## config.mk

```make
export PLATFORM = sky130hd
export DESIGN_NAME = ps2_key_tracker
export DESIGN_NICKNAME = d
export VERILOG_FILES = /design/src/rtl/ps2_key_tracker.sv
export SDC_FILE = /design/constraint.sdc
export NUM_CORES = 1
export LEC_CHECK = 0
export BUFFER_PORTS_ARGS = -buffer_cell sky130_fd_sc_hd__buf_4
export CORE_ASPECT_RATIO = 0.7
export CORE_MARGIN = 3
export CORE_UTILIZATION = 50
export CTS_BUF_LIST = sky130_fd_sc_hd__clkbuf_16
export CTS_CLUSTER_SIZE = 10
export DETAILED_ROUTE_END_ITERATION = 16
export GPL_TIMING_DRIVEN = 0
export HOLD_SLACK_MARGIN = 0.1
export PLACE_DENSITY = 0.85
export SYNTH_ARGS = -nofsm -noshare
export SYNTH_HDL_FRONTEND = slang
export SYNTH_SLANG_ARGS = --single-unit
```

## constraint.sdc

```tcl
create_clock -name clk -period 2.6 [get_ports clk]
set_input_delay 0.52 -clock clk [delete_from_list [all_inputs] [get_ports clk]]
set_output_delay 0.52 -clock clk [all_outputs]
set_load 0.01 [all_outputs]
```

## src/rtl/ps2_key_tracker.sv

```systemverilog
// PS/2 Set-2 scan-code tracker: decodes E0/F0 prefixes into make/break
// events. It keeps a table of held keys so that typematic repeats are
// reported as repeats, and it exports press/held statistics.
module ps2_key_tracker #(
  parameter int unsigned MAX_KEYS = 4,
  parameter int unsigned CNT_W    = 8,
  localparam int unsigned HW      = $clog2(MAX_KEYS + 1)
) (
  input  logic             clk,
  input  logic             reset,
  input  logic             code_valid,
  input  logic [7:0]       code,
  input  logic             clear_count,
  output logic             evt_valid,
  output logic [8:0]       evt_code,
  output logic             evt_make,
  output logic             evt_repeat,
  output logic [HW-1:0]    held_count,
  output logic             any_held,
  output logic [8:0]       last_key,
  output logic [CNT_W-1:0] press_count,
  output logic             drop_err
);

  localparam int unsigned IW = (MAX_KEYS > 1) ? $clog2(MAX_KEYS) : 1;

  typedef enum logic [1:0] {S_IDLE, S_EXT, S_BRK, S_EXT_BRK} state_t;

  state_t               state, state_nxt;
  logic                 dec_make, dec_brk, dec_ext;
  logic [8:0]           key;
  logic [MAX_KEYS-1:0]  valid;
  logic [8:0]           keys [MAX_KEYS];
  logic                 hit, free_ok;
  logic [IW-1:0]        hit_idx, free_idx;
  logic                 new_press, drop, brk_hit;
  logic [HW-1:0]        held_nxt;
  logic [CNT_W-1:0]     press_base, press_nxt;

  // Prefix state register
  always_ff @(posedge clk or posedge reset) begin
    if (reset) state <= S_IDLE;
    else       state <= state_nxt;
  end

  // Prefix decode: next state and make/break strobes
  always_comb begin
    state_nxt = state;
    dec_make  = 1'b0;
    dec_brk   = 1'b0;
    dec_ext   = 1'b0;
    if (code_valid) begin
      if (code == 8'h00 || code == 8'hFF) begin
        state_nxt = S_IDLE;
      end else begin
        unique case (state)
          S_IDLE: begin
            if (code == 8'hE0)      state_nxt = S_EXT;
            else if (code == 8'hF0) state_nxt = S_BRK;
            else                    dec_make  = 1'b1;
          end
          S_EXT: begin
            if (code == 8'hF0)      state_nxt = S_EXT_BRK;
            else if (code != 8'hE0) begin
              dec_make  = 1'b1;
              dec_ext   = 1'b1;
              state_nxt = S_IDLE;
            end
          end
          S_BRK: begin
            if (code != 8'hE0 && code != 8'hF0) begin
              dec_brk   = 1'b1;
              state_nxt = S_IDLE;
            end
          end
          S_EXT_BRK: begin
            if (code != 8'hE0 && code != 8'hF0) begin
              dec_brk   = 1'b1;
              dec_ext   = 1'b1;
              state_nxt = S_IDLE;
            end
          end
          default: state_nxt = S_IDLE;
        endcase
      end
    end
  end

  assign key = {dec_ext, code};

  // Parallel table lookup plus lowest-index free slot (downward scan, lowest wins)
  always_comb begin
    hit      = 1'b0;
    hit_idx  = '0;
    free_ok  = 1'b0;
    free_idx = '0;
    for (int i = int'(MAX_KEYS) - 1; i >= 0; i--) begin
      if (valid[i] && keys[i] == key) begin
        hit     = 1'b1;
        hit_idx = IW'(i);
      end
      if (!valid[i]) begin
        free_ok  = 1'b1;
        free_idx = IW'(i);
      end
    end
  end

  // Event classification and next counter values
  always_comb begin
    new_press  = dec_make && !hit && free_ok;
    drop       = dec_make && !hit && !free_ok;
    brk_hit    = dec_brk && hit;
    held_nxt   = held_count;
    if (new_press)    held_nxt = held_count + HW'(1);
    else if (brk_hit) held_nxt = held_count - HW'(1);
    press_base = clear_count ? '0 : press_count;
    press_nxt  = press_base;
    if (new_press && press_base != '1) press_nxt = press_base + CNT_W'(1);
  end

  // Key table, event outputs and statistics registers
  always_ff @(posedge clk or posedge reset) begin
    if (reset) begin
      valid       <= '0;
      for (int i = 0; i < int'(MAX_KEYS); i++) keys[i] <= '0;
      evt_valid   <= 1'b0;
      evt_code    <= '0;
      evt_make    <= 1'b0;
      evt_repeat  <= 1'b0;
      held_count  <= '0;
      any_held    <= 1'b0;
      last_key    <= '0;
      press_count <= '0;
      drop_err    <= 1'b0;
    end else begin
      evt_valid   <= 1'b0;
      held_count  <= held_nxt;
      any_held    <= (held_nxt != '0);
      press_count <= press_nxt;
      drop_err    <= (drop_err && !clear_count) || drop;
      if (dec_make && hit) begin
        evt_valid  <= 1'b1;
        evt_code   <= key;
        evt_make   <= 1'b1;
        evt_repeat <= 1'b1;
      end
      if (new_press) begin
        valid[free_idx] <= 1'b1;
        keys[free_idx]  <= key;
        last_key        <= key;
        evt_valid       <= 1'b1;
        evt_code        <= key;
        evt_make        <= 1'b1;
        evt_repeat      <= 1'b0;
      end
      if (brk_hit) begin
        valid[hit_idx] <= 1'b0;
        evt_valid      <= 1'b1;
        evt_code       <= key;
        evt_make       <= 1'b0;
        evt_repeat     <= 1'b0;
      end
    end
  end

endmodule

```

Word-level counts from Yosys, hierarchy flattened --
Index checks and enable logic that the tools add are counted.
Cells by class: $add $sub $neg 3, $lt $le $gt $ge 6, equal/unequal tests 16, multiplexer cells 61, bitwise logic cells 4, reduce and logical (&&, ||, !) cells 26
Operator list (count):
- 36-bit bitwise mux | 1
- 9-bit == test | 4
- 9-bit two-way mux | 4
- 1-bit two-way mux | 30
- 2-bit two-way mux | 14
- 8-bit == test, second input constant | 3
- 8-bit != test, second input constant | 3
- 9-bit demux with 2-bit select | 1
- 8-bit two-way mux | 2
- 1-bit logical AND | 15
- 8-bit by 1-bit adder with 8-bit output, second input constant | 1
- 8-bit zero test | 1
- 4-bit two-way mux | 2
- 4-bit != test, second input constant | 2
- 2-bit by 3-bit less-than comparator with 1-bit output, second input constant | 2
- 3-bit two-way mux | 2
- 2-bit one-hot mux with 3 select lines | 1
- 3-bit nonzero test | 2
- 4-bit AND | 1
- 1-bit demux with 2-bit select | 2
- 2-bit == test, second input constant | 2
- 2-bit by 1-bit >= comparator with 1-bit output, second input constant | 2
- 4-bit NOT | 1
- 4-bit OR | 1
- other kinds (13) | 17
Word-level totals: bits in registers 76, input bits 12, output and inout bits 34, word-level logic and storage cells 131

Depth between registers and ports, before layout --
Gate-level depths: netlist (run 1).
depth in word-level cells 19, depth in mapped cells 11, mapped depth without buffers 8

Worst setup path after synthesis (run 1) --
Ideal clock, no wire load.
path kind input port to flip-flop, start input code[3], end register keys[10] in the netlist's numbering, arrival time 2.910 ns, required time 2.475 ns, setup slack -0.434 ns, stages on the path 10, cell sequence or4_1 clkbuf_2 o211ai_4 a21boi_1 o21ai_1 nand4_1 nand2b_1 buf_4 nor4_4 mux2_2
On the way: cells in the longest elaborated chain, start to end 15
Ends and longest elaborated chain:
- from (decl) | RTL line 12 | input logic [7:0] code,
- 8-bit != test (on tied branches) | RTL line 64, 77
- 1-bit two-way mux or 1-bit logical AND (tied branches) | RTL line 64, 77
- 1-bit two-way mux (on tied branches) | RTL line 63, 77
- 1-bit one-hot mux with 2 select lines | RTL line 56 | unique case (state)
- 1-bit two-way mux | RTL line 53 | if (code == 8'h00 || code == 8'hFF) begin
- 1-bit two-way mux | RTL line 52 | if (code_valid) begin
- 9-bit == test | RTL line 98 | if (valid[i] && keys[i] == key) begin
- 1-bit logical AND | RTL line 98
- 1-bit two-way mux (4 in series) | RTL line 98
- 1-bit zero test | RTL line 111 | new_press = dec_make && !hit && free_ok;
- 1-bit logical AND * (2 in series) | RTL line 111
- to (signal, indexed assignment) | RTL line 150 | keys[free_idx] <= key;
- to (decl) | RTL line 33 | logic [8:0] keys [MAX_KEYS];
Every way passes the cells marked *; elsewhere a longest branch is shown, timed or not. A chain may end at the register's enable or synchronous reset.

Worst setup path in the final report (run 1) --
start input code[3], end register press_count[4]
On the way: cells in the longest elaborated chain, start to end 17
Ends and longest elaborated chain:
- 8-bit != test (on tied branches) | RTL line 64, 77
- 1-bit two-way mux or 1-bit logical AND (tied branches) | RTL line 64, 77
- 1-bit two-way mux (on tied branches) | RTL line 63, 77
- 1-bit one-hot mux with 2 select lines | RTL line 56
- 1-bit two-way mux | RTL line 53
- 1-bit two-way mux | RTL line 52
- 9-bit == test | RTL line 98
- 1-bit logical AND | RTL line 98
- 1-bit two-way mux (4 in series) | RTL line 98
- 1-bit zero test | RTL line 111
- 1-bit logical AND * (2 in series) | RTL line 111
- 1-bit logical AND * | RTL line 119 | if (new_press && press_base != '1) press_nxt = press_base + CNT_W'(1);
- 8-bit two-way mux * | RTL line 119
- net press_nxt[4] | RTL line 38 | logic [CNT_W-1:0] press_base, press_nxt;
- to (signal assigned) | RTL line 140 | press_count <= press_nxt;
- to (decl) | RTL line 21 | output logic [CNT_W-1:0] press_count,
The timed path passes the listed nets; every way through them passes the cells marked *.

==> metrics.csv, run 1 <==
metric,value,unit
synthCells,315,
synth_area,3740,sq um
vias,3019,
intPower,3.56,mW
drt-vias-per-instance,5.98,
port_buffers,45,
synth_seq_area_share,50.9,%
antenna_found_initial,0,
path_cells,buf_6 > or4_4 > o211ai_4 > buf_12 > nand3_2 > nand3b_1 > nand4_1 > buf_6 > buf_8 > buf_6 > buf_12 > nor3_4 > xnor2_1 > nor2_1,
synth_top_area_share,50.9,%
clock_latency,330,ps
worst_pin_slew,654,ps
grt_busiest_layer,met2,
violations,negative setup slack,
synth-simple-area-share,13.0,%
die_h,78.3,microns
grt_max_degree,65,
worstPathRequired,2790,ps
grt_overflow,0,
synth_top_family_by_area,multiplexers,
initial_core_util,53.4,%
synth_edf_count,0,
arrival,2970,ps
yosys.area_share.adder,1.00,%
dr.pass1.iters,5,
cts_tree,done,
first_iter_violations,221,
yosys-top-cells-area,"dfrtp_1 51%, mux2_2 17%, xnor2_1 8.2%, nand3_1 1.7%, nand2_1 1.4%",
synth_xor_area_share,8.90,%
min_period,2790,ps
fmax,359,MHz
cts_buffers,9,
placed_cells,455,
clock_path_buffers,2,
rows,25,
worst_slew_margin_rel,56.3,%
grt_pass1_wl,15.3,mm
power,5.12,mW
die_w,109,microns
outcome,"complete, but fails checks",
p_leak,2.38,nW
dieArea,8570,sq um
max_stage_delay,570,ps
place_congestion,0.900,
cts.reportedPaths.clkPinSlew,60,ps
grtUsageMet1,31.3,%
grt_usage,23.2,%
clkPwrFrac,26.1,%
final_common_cell,dfrtp_1,
syn_nets,330,
num_antenna_cells,0,
p_seq_share,36.7,%
p_switching,1.56,mW
hold_viol_final,0,
tns,-7390,ps
drive_gt1_share,47.9,%
sw_frac_of_total,30.4,%
slew_violations,0,
ys_ff_latch,76,
pwr-share-comb,37.2,%
drv_cap,0,
min_period_over_period,107,%
clock_sinks,76,
ir_drop,792,uV
htreeDepth,3,
area_delta_synth_final,43.6,%
io_pins,46,
cp_common_cell,buf_6,
antenna_left,0,
setup_ws,-186,ps
synth-warning-count,0,
yosys.area.top_type,dfrtp_1,
first_global_vias,3057,
wire_per_inst,21.6,microns
ys_types,47,
power_density,953,nW/um^2
stdcell_count,505,
synth_area_per_cell,11.9,sq um
synth_compound_area_share,6.26,%
core_area,7010,sq um
wl,10.9,mm
worstSetupPathType,in2reg,
crit_path_start_kind,primary input,
clock_tree.root_cell,clkbuf_16,
fin_nets,421,
met2_usage,36.5,%
setup_viol,63,
synth_mux_area_share,17.4,%
ys.flop_type,dfrtp_1,
critical_path.endpoint_type,flop,
place.detailed.hpwl,5.65,mm
final_cell_mix,"76 x dfrtp_1, 56 x buf_4, 51 x mux2_4",
grt.met3_usage,7.56,%
rsz0062_at_grt,yes,
async_flop_share,100,%
route.detailed.drc,0,
slowest_stage,or4_4,
holdCritPathClass,reg2reg,
crit_fanout,8,
finalClockSkew,9.15,ps
[power by group through the flow]
stage	Combinational (mW)	Sequential (mW)	Clock, mW
finish	1.90	1.88	1.33
CTS	1.69	1.85	1.33
detailed placement	1.42	1.84	0
global route	2.02	1.92	1.39
global placement	1.36	1.82	0
floorplan	0.853	1.88	0
[critical path: cells and delay by family]
kind / cells / cell delay (ps)
AND/OR/NAND/NOR: 6 / 1250
buffers and inverters: 6 / 820
AO/OA/AOI/OAI: 1 / 220
XOR/XNOR: 1 / 160
[state kept, by name, summed over array words and instances (netlist names), 2 cells and up]
| signal | count |
|---|---|
| evt_code | 9 |
| last_key | 9 |
| state | 2 |
| press_count | 8 |
| held_count | 3 |
| keys | 36 |
| valid | 4 |
[worst paths after layout]
| kind | start | to | slack (ps) | depth (start not counted) |
|---|---|---|---|---|
| min | last_key[3] | last_key[3] | 520 | 1 |
| max | code[3] | press_count[4] | -190 | 14 |
| max reg2reg | valid[0] | any_held | -70 | 10 |
| max in group asynchronous | reset | keys[26] | 1390 | 4 |
| min in group asynchronous | reset | evt_code[1] | 650 | 3 |
| min reg2reg | last_key[3] | last_key[3] | 520 | 1 |
[timing repair]
action / in CTS / in global routing
buffers inserted: 19 / 13
cloned: 1 / 2
resized for setup: 60 / 48
hold endpoints to repair: 8 / 0
hold buffers: 1 / 0
pin swaps: 16 / 17
setup endpoints to repair: 68 / 71
[metrics by stage]
step / util [%] / instance area, sq um / setup slack (ps) / hold slack, ps
after floorplan: - / 3830 / -427 / 454
after CTS: 71.7 / 5020 / -152 / 493
final: 76.6 / 5370 / -186 / 515
after global routing: 76.6 / 5370 / -284 / 526
after global placement: 61.2 / 4290 / -868 / 471
after detailed placement: 61.6 / 4320 / -918 / 452
[Yosys cell counts, types with 2 or more instances]
| cell type | n |
|---|---|
| ha_1 | 3 |
| o21ai_0 | 6 |
| clkbuf_1 | 10 |
| o22a_1 | 3 |
| inv_1 | 9 |
| nand4_1 | 8 |
| xor2_1 | 3 |
| or4_1 | 2 |
| xnor2_1 | 35 |
| mux2i_1 | 3 |
| dfrtp_1 | 76 |
| nand2b_1 | 3 |
| nor3_1 | 6 |
| mux2_2 | 55 |
| nor2b_1 | 5 |
| nor2_1 | 13 |
| a21oi_1 | 9 |
| a311oi_1 | 2 |
| nor4_1 | 3 |
| nor4_4 | 2 |
| nand3b_1 | 4 |
| nand2_1 | 14 |
| buf_2 | 3 |
| and2_1 | 3 |
| nand3_1 | 13 |
[kinds of logic after synthesis]
logic type,Yosys count
xor+xnor,38
mux,58
simple gates,83
flops,76
compound gates,33
buf+inv,24
fa+ha+maj,3
[routing by layer]
| metal | up-vias | part of all wire [%] |
|---|---|---|
| met5 | - | 0 |
| met4 | 0 | 2.5 |
| met3 | 36 | 7.0 |
| met2 | 152 | 48 |
| met1 | 1533 | 42 |
| li1 | 1298 | - |
[layout make-up]
| cell class | count | area (sq um) |
|---|---|---|
| well taps | 94 | 118 |
| inverters | 9 | 36.3 |
| fillers | 404 | 1640 |
| repair buffers | 81 | 783 |
| clock inverters | 7 | 91.3 |
| flip-flops and latches | 76 | 1900 |
| plain buffers | 13 | 109 |
| clock buffers | 9 | 225 |
| multi-input cells | 216 | 2100 |
(Power assumes the default switching activity.)
==> run 2: changes to the inputs <==
CTS_BUF_LIST = sky130_fd_sc_hd__clkbuf_8   (was sky130_fd_sc_hd__clkbuf_16)
==> run 2 against run 1 <==
  * The flow still finishes with violations (negative setup slack)
  * First-iteration DRC count is 43% lower
  * Maximum frequency down 3.2%
  * Clock skew hardly changed
  * Wire length down 9.9%
  * Global-route usage decreased by 1.8 points
  * Die area did not move
  * Largest cell class unchanged
==> metrics.csv, run 2 (synthesis gave the netlist of run 1 again) <==
metric,value,unit,change
outcome,"complete, but fails checks",,unchanged
violations,negative setup slack,,unchanged
num_antenna_cells,0,,unchanged
dieArea,8570,sq um,unchanged
dr.pass1.iters,6,,was 5
critical_path.endpoint_type,flop,,unchanged
cts_tree,done,,unchanged
hold_viol_final,0,,unchanged
setup_ws,-277,ps,was -186 ps
place.detailed.hpwl,5.65,mm,unchanged
worstPathRequired,2850,ps,was 2790 ps
fill_cells,471,,was 404
rows,25,,unchanged
fmax,348,MHz,was 359 MHz
ir_drop,710,uV,was 792 uV
hold_path_depth,3,,was 1
vias,2854,,was 3019
crit_fanout,6,,was 8
antenna_left,0,,unchanged
final_common_cell,dfrtp_1,,unchanged
drv_cap,0,,unchanged
top_register,keys,,unchanged
first_global_vias,2859,,was 3057
route.detailed.drc,0,,unchanged
setup_viol,68,,was 63
drive_gt1_share,44.6,%,was 47.9%
wire_per_inst,19.8,microns,was 21.6 microns
io_pins,46,,unchanged
htreeDepth,3,,unchanged
finalClockSkew,9.05,ps,was 9.15 ps
rsz0062_at_grt,yes,,unchanged
clock_tree.root_cell,clkbuf_8,,was clkbuf_16
ff_latch_area,1900,sq um,unchanged
initial_core_util,53.4,%,unchanged
grt_max_degree,65,,unchanged
dpl_worst_slack,-918,ps,unchanged
crit_path_start_kind,primary input,,unchanged
power,4.61,mW,was 5.12 mW
first_iter_violations,127,,was 221
worst_slew_margin_rel,58.2,%,was 56.3%
worst_pin_slew,628,ps,was 654 ps
reg.largest.list,"keys (36), evt_code (9), last_key (9)",,unchanged
arrival,3130,ps,was 2970 ps
min_period,2880,ps,was 2790 ps
fin_nets,414,,was 421
p_leak,2.26,nW,was 2.38 nW
cts_buffers,9,,unchanged
worstSetupPathType,in2reg,,unchanged
grt_pass1_wl,14.2,mm,was 15.3 mm
area_delta_synth_final,35.9,%,was 43.6%
power_density,907,nW/um^2,was 953 nW/um^2
final_cell_mix,"76 x dfrtp_1, 56 x buf_4, 48 x mux2_4",,"was 76 x dfrtp_1, 56 x buf_4, 51 x mux2_4"
grt_overflow,0,,unchanged
clock_latency,360,ps,was 330 ps
cts.reportedPaths.clkPinSlew,80,ps,was 60 ps
holdCritPathClass,in2reg,,was reg2reg
port_buffers,45,,unchanged
min_period_over_period,111,%,was 107%
antenna_found_initial,0,,unchanged
largest_reg_flops,36,,unchanged
clock_path_buffers,2,,unchanged
grt_usage,21.5,%,was 23.2%
reg2reg_depth,10,,unchanged
multiInputGateArea,2020,sq um,was 2100 sq um
core_area,7010,sq um,unchanged
place_congestion,0.900,,unchanged
die_h,78.3,microns,unchanged
drt-vias-per-instance,5.73,,was 5.98
clock_sinks,76,,unchanged
wl,9.85,mm,was 10.9 mm
slew_violations,0,,unchanged
die_w,109,microns,unchanged
run 2: worst max-delay path: stages:
cell      delay, ps
buf_8           100
or4_4           560
o211ai_4        330
buf_4           190
a21boi_2         70
o21ai_2         190
nand4_1         160
buf_4           190
clkbuf_8        130
a21o_1          220
buf_6           160
mux2_4          300
run 2: layer usage:
layer / global-route usage [%] / part of all wire [%] / vias to the layer above
met4: 4.61 / 0.90 / 0
met1: 29.4 / 45 / 1466
met3: 7.07 / 5.6 / 11
met2: 33.4 / 49 / 98
li1: - / - / 1279
met5: 0 / 0 / -
run 2: area by class of cell:
| type | count | share of cell area (%) |
|---|---|---|
| clock buffer | 9 | 2.44 |
| sequential | 76 | 37.4 |
| clock inverter | 7 | 1.80 |
| timing repair buffer | 75 | 13.6 |
| buffer | 13 | 1.95 |
| tap | 94 | 2.31 |
| multi-input combinational | 215 | 39.7 |
| inverter | 9 | 0.714 |
run 2: power breakdown:
part           switching [mW]  internal, mW
clock                   0.458         0.539
combinational           0.685          1.06
sequential              0.305          1.56
run 2: path summary, 6_finish.rpt:
check	from	endpoint	slack (ps)
max	code[3]	evt_code[6]	-280
min reg2reg	held_count[2]	held_count[2]	500
min in group asynchronous	reset	evt_valid	620
max reg2reg	state[0]	evt_code[6]	-10
max in group asynchronous	reset	valid[2]	1430
min	code_valid	state[1]	470
run 2: stage by stage:
stage	hold slack (ps)	instance area (sq um)	TNS (ps)	util [%]	cells
after floorplan	454	3830	-16020	-	315
after global placement	471	4290	-98990	61.2	454
after detailed placement	452	4320	-47620	61.6	455
after CTS	461	4730	-5570	67.6	484
after global routing	480	5080	-16100	72.5	498
final	467	5080	-13450	72.5	498
run 2: repair_timing:
action / 4_1_cts / 5_1_grt
gates resized for setup: 23 / 70
gates cloned: 0 / 3
buffers inserted: 14 / 11
endpoints found under the hold margin: 12 / 0
pin swaps: 11 / 17
hold buffers: 1 / 0
endpoints found under the setup margin: 66 / 73
==> run 3: changes to the inputs <==
CTS_BUF_LIST = not set   (was sky130_fd_sc_hd__clkbuf_8)
==> run 3 against run 2 <==
  * The run still ends with negative setup slack left
  * Register-to-register slack about the same
  * Setup slack improved by 0.66 ps
  * Wire length about the same
  * Total power about the same
  * Via count about the same
  * Design area unchanged
  * Global-route usage unchanged
  * Critical path depth unchanged
  * Sequential share of layout area unchanged
  * First-iteration DRC count unchanged
  * Critical endpoint unchanged
  * Highest routed layer unchanged
==> metrics.csv, run 3 (synthesis gave the netlist of run 1 again) <==
metric,value,unit,change
grt_max_degree,65,,unchanged
violations,negative setup slack,,unchanged
place_congestion,0.900,,unchanged
clock_sinks,76,,unchanged
vias,2855,,was 2854
first_global_vias,2859,,unchanged
worst_pin_slew,628,ps,about the same
grt_usage,21.5,%,unchanged
dieArea,8570,sq um,unchanged
grt_pass1_wl,14.2,mm,unchanged
reg.largest.list,"keys (36), evt_code (9), last_key (9)",,unchanged
clock_tree.root_cell,clkbuf_8,,unchanged
io_pins,46,,unchanged
antenna_found_initial,0,,unchanged
holdCritPathClass,in2reg,,unchanged
route.detailed.drc,0,,unchanged
finalClockSkew,8.90,ps,was 9.05 ps
final_common_cell,dfrtp_1,,unchanged
worst_slew_margin_rel,58.2,%,about the same
drv_cap,0,,unchanged
p_leak,2.26,nW,about the same
worstPathRequired,2850,ps,about the same
setup_viol,68,,unchanged
dr.pass1.iters,6,,unchanged
top_register,keys,,unchanged
ff_latch_area,1900,sq um,unchanged
dpl_worst_slack,-918,ps,unchanged
power_density,907,nW/um^2,about the same
drt-vias-per-instance,5.73,,about the same
crit_path_start_kind,primary input,,unchanged
cts_buffers,9,,unchanged
clock_latency,360,ps,about the same
crit_fanout,6,,unchanged
arrival,3130,ps,about the same
wire_per_inst,19.8,microns,about the same
first_iter_violations,127,,unchanged
min_period_over_period,111,%,about the same
hold_viol_final,0,,unchanged
rsz0062_at_grt,yes,,unchanged
clock_path_buffers,2,,unchanged
fin_nets,414,,unchanged
final_core_util,72.5,%,unchanged
num_antenna_cells,0,,unchanged
die_h,78.3,microns,unchanged
wl,9.84,mm,was 9.85 mm
worstSetupPathType,in2reg,,unchanged
min_period,2880,ps,about the same
setup_ws,-277,ps,about the same
multiInputGateArea,2020,sq um,unchanged
cts.reportedPaths.clkPinSlew,80,ps,about the same
antenna_left,0,,unchanged
ir_drop,710,uV,unchanged
grt_overflow,0,,unchanged
htreeDepth,3,,unchanged
cts_tree,done,,unchanged
area_delta_synth_final,35.9,%,unchanged
drive_gt1_share,44.6,%,unchanged
fmax,348,MHz,about the same
fill_cells,471,,unchanged
final_cell_mix,"76 x dfrtp_1, 56 x buf_4, 48 x mux2_4",,unchanged
place.detailed.hpwl,5.65,mm,unchanged
largest_reg_flops,36,,unchanged
core_area,7010,sq um,unchanged
rows,25,,unchanged
tns,-13390,ps,was -13450 ps
port_buffers,45,,unchanged
initial_core_util,53.4,%,unchanged
slew_violations,0,,unchanged
critical_path.endpoint_type,flop,,unchanged
die_w,109,microns,unchanged
outcome,"complete, but fails checks",,unchanged
[run 3: repair_timing]
item                                   CTS  global route
gates resized for setup                 23            70
setup endpoints to repair               66            73
endpoints found under the hold margin   12             0
gates cloned                             0             3
hold buffers                             1             0
buffers inserted                        14            11
pin swaps                               11            17
[run 3: power breakdown]
group,internal [mW],switching [mW]
clock,0.543,0.458
sequential,1.56,0.305
combinational,1.06,0.685
total,3.16,1.45
[run 3: final timing paths]
check	depth (start not counted)	start	endpoint	slack [ps]
hold / removal	3	code_valid	state[1]	470
hold reg to reg	1	held_count[2]	held_count[2]	500
max in group asynchronous	4	reset	valid[2]	1430
setup / recovery	12	code[3]	evt_code[6]	-280
min in group asynchronous	3	reset	evt_valid	620
setup reg to reg	10	state[0]	evt_code[6]	0
[run 3: worst max-delay path, cell delays in order]
cell	delay (ps)
buf_8	100
or4_4	560
o211ai_4	330
buf_4	190
a21boi_2	70
o21ai_2	190
nand4_1	160
buf_4	190
clkbuf_8	130
a21o_1	220
buf_6	160
mux2_4	300
[run 3: stage by stage]
step / instance area (sq um) / cells / total power, mW / hold slack (ps)
finish: 5080 / 498 / 4.61 / 467
global route: 5080 / 498 / 4.85 / 480
CTS: 4730 / 484 / 4.35 / 461
detailed placement: 4320 / 455 / 3.26 / 452
global placement: 4290 / 454 / 3.18 / 471
floorplan: 3830 / 315 / 2.74 / 454
[run 3: cell type report]
type / instances / area share [%]
Multi-Input combinational cell: 215 / 39.7
Sequential cell: 76 / 37.4
Timing Repair Buffer: 75 / 13.6
Clock buffer: 10 / 2.51
Tap cell: 94 / 2.31
Buffer: 13 / 1.95
Clock inverter: 6 / 1.72
Inverter: 9 / 0.714
[run 3: routing by layer]
layer / part of all wire, % / vias up / track usage, %
li1: - / 1277 / -
met1: 44 / 1465 / 29.4
met2: 49 / 100 / 33.4
met3: 5.7 / 13 / 7.07
met4: 1.2 / 0 / 4.61
met5: 0 / - / 0
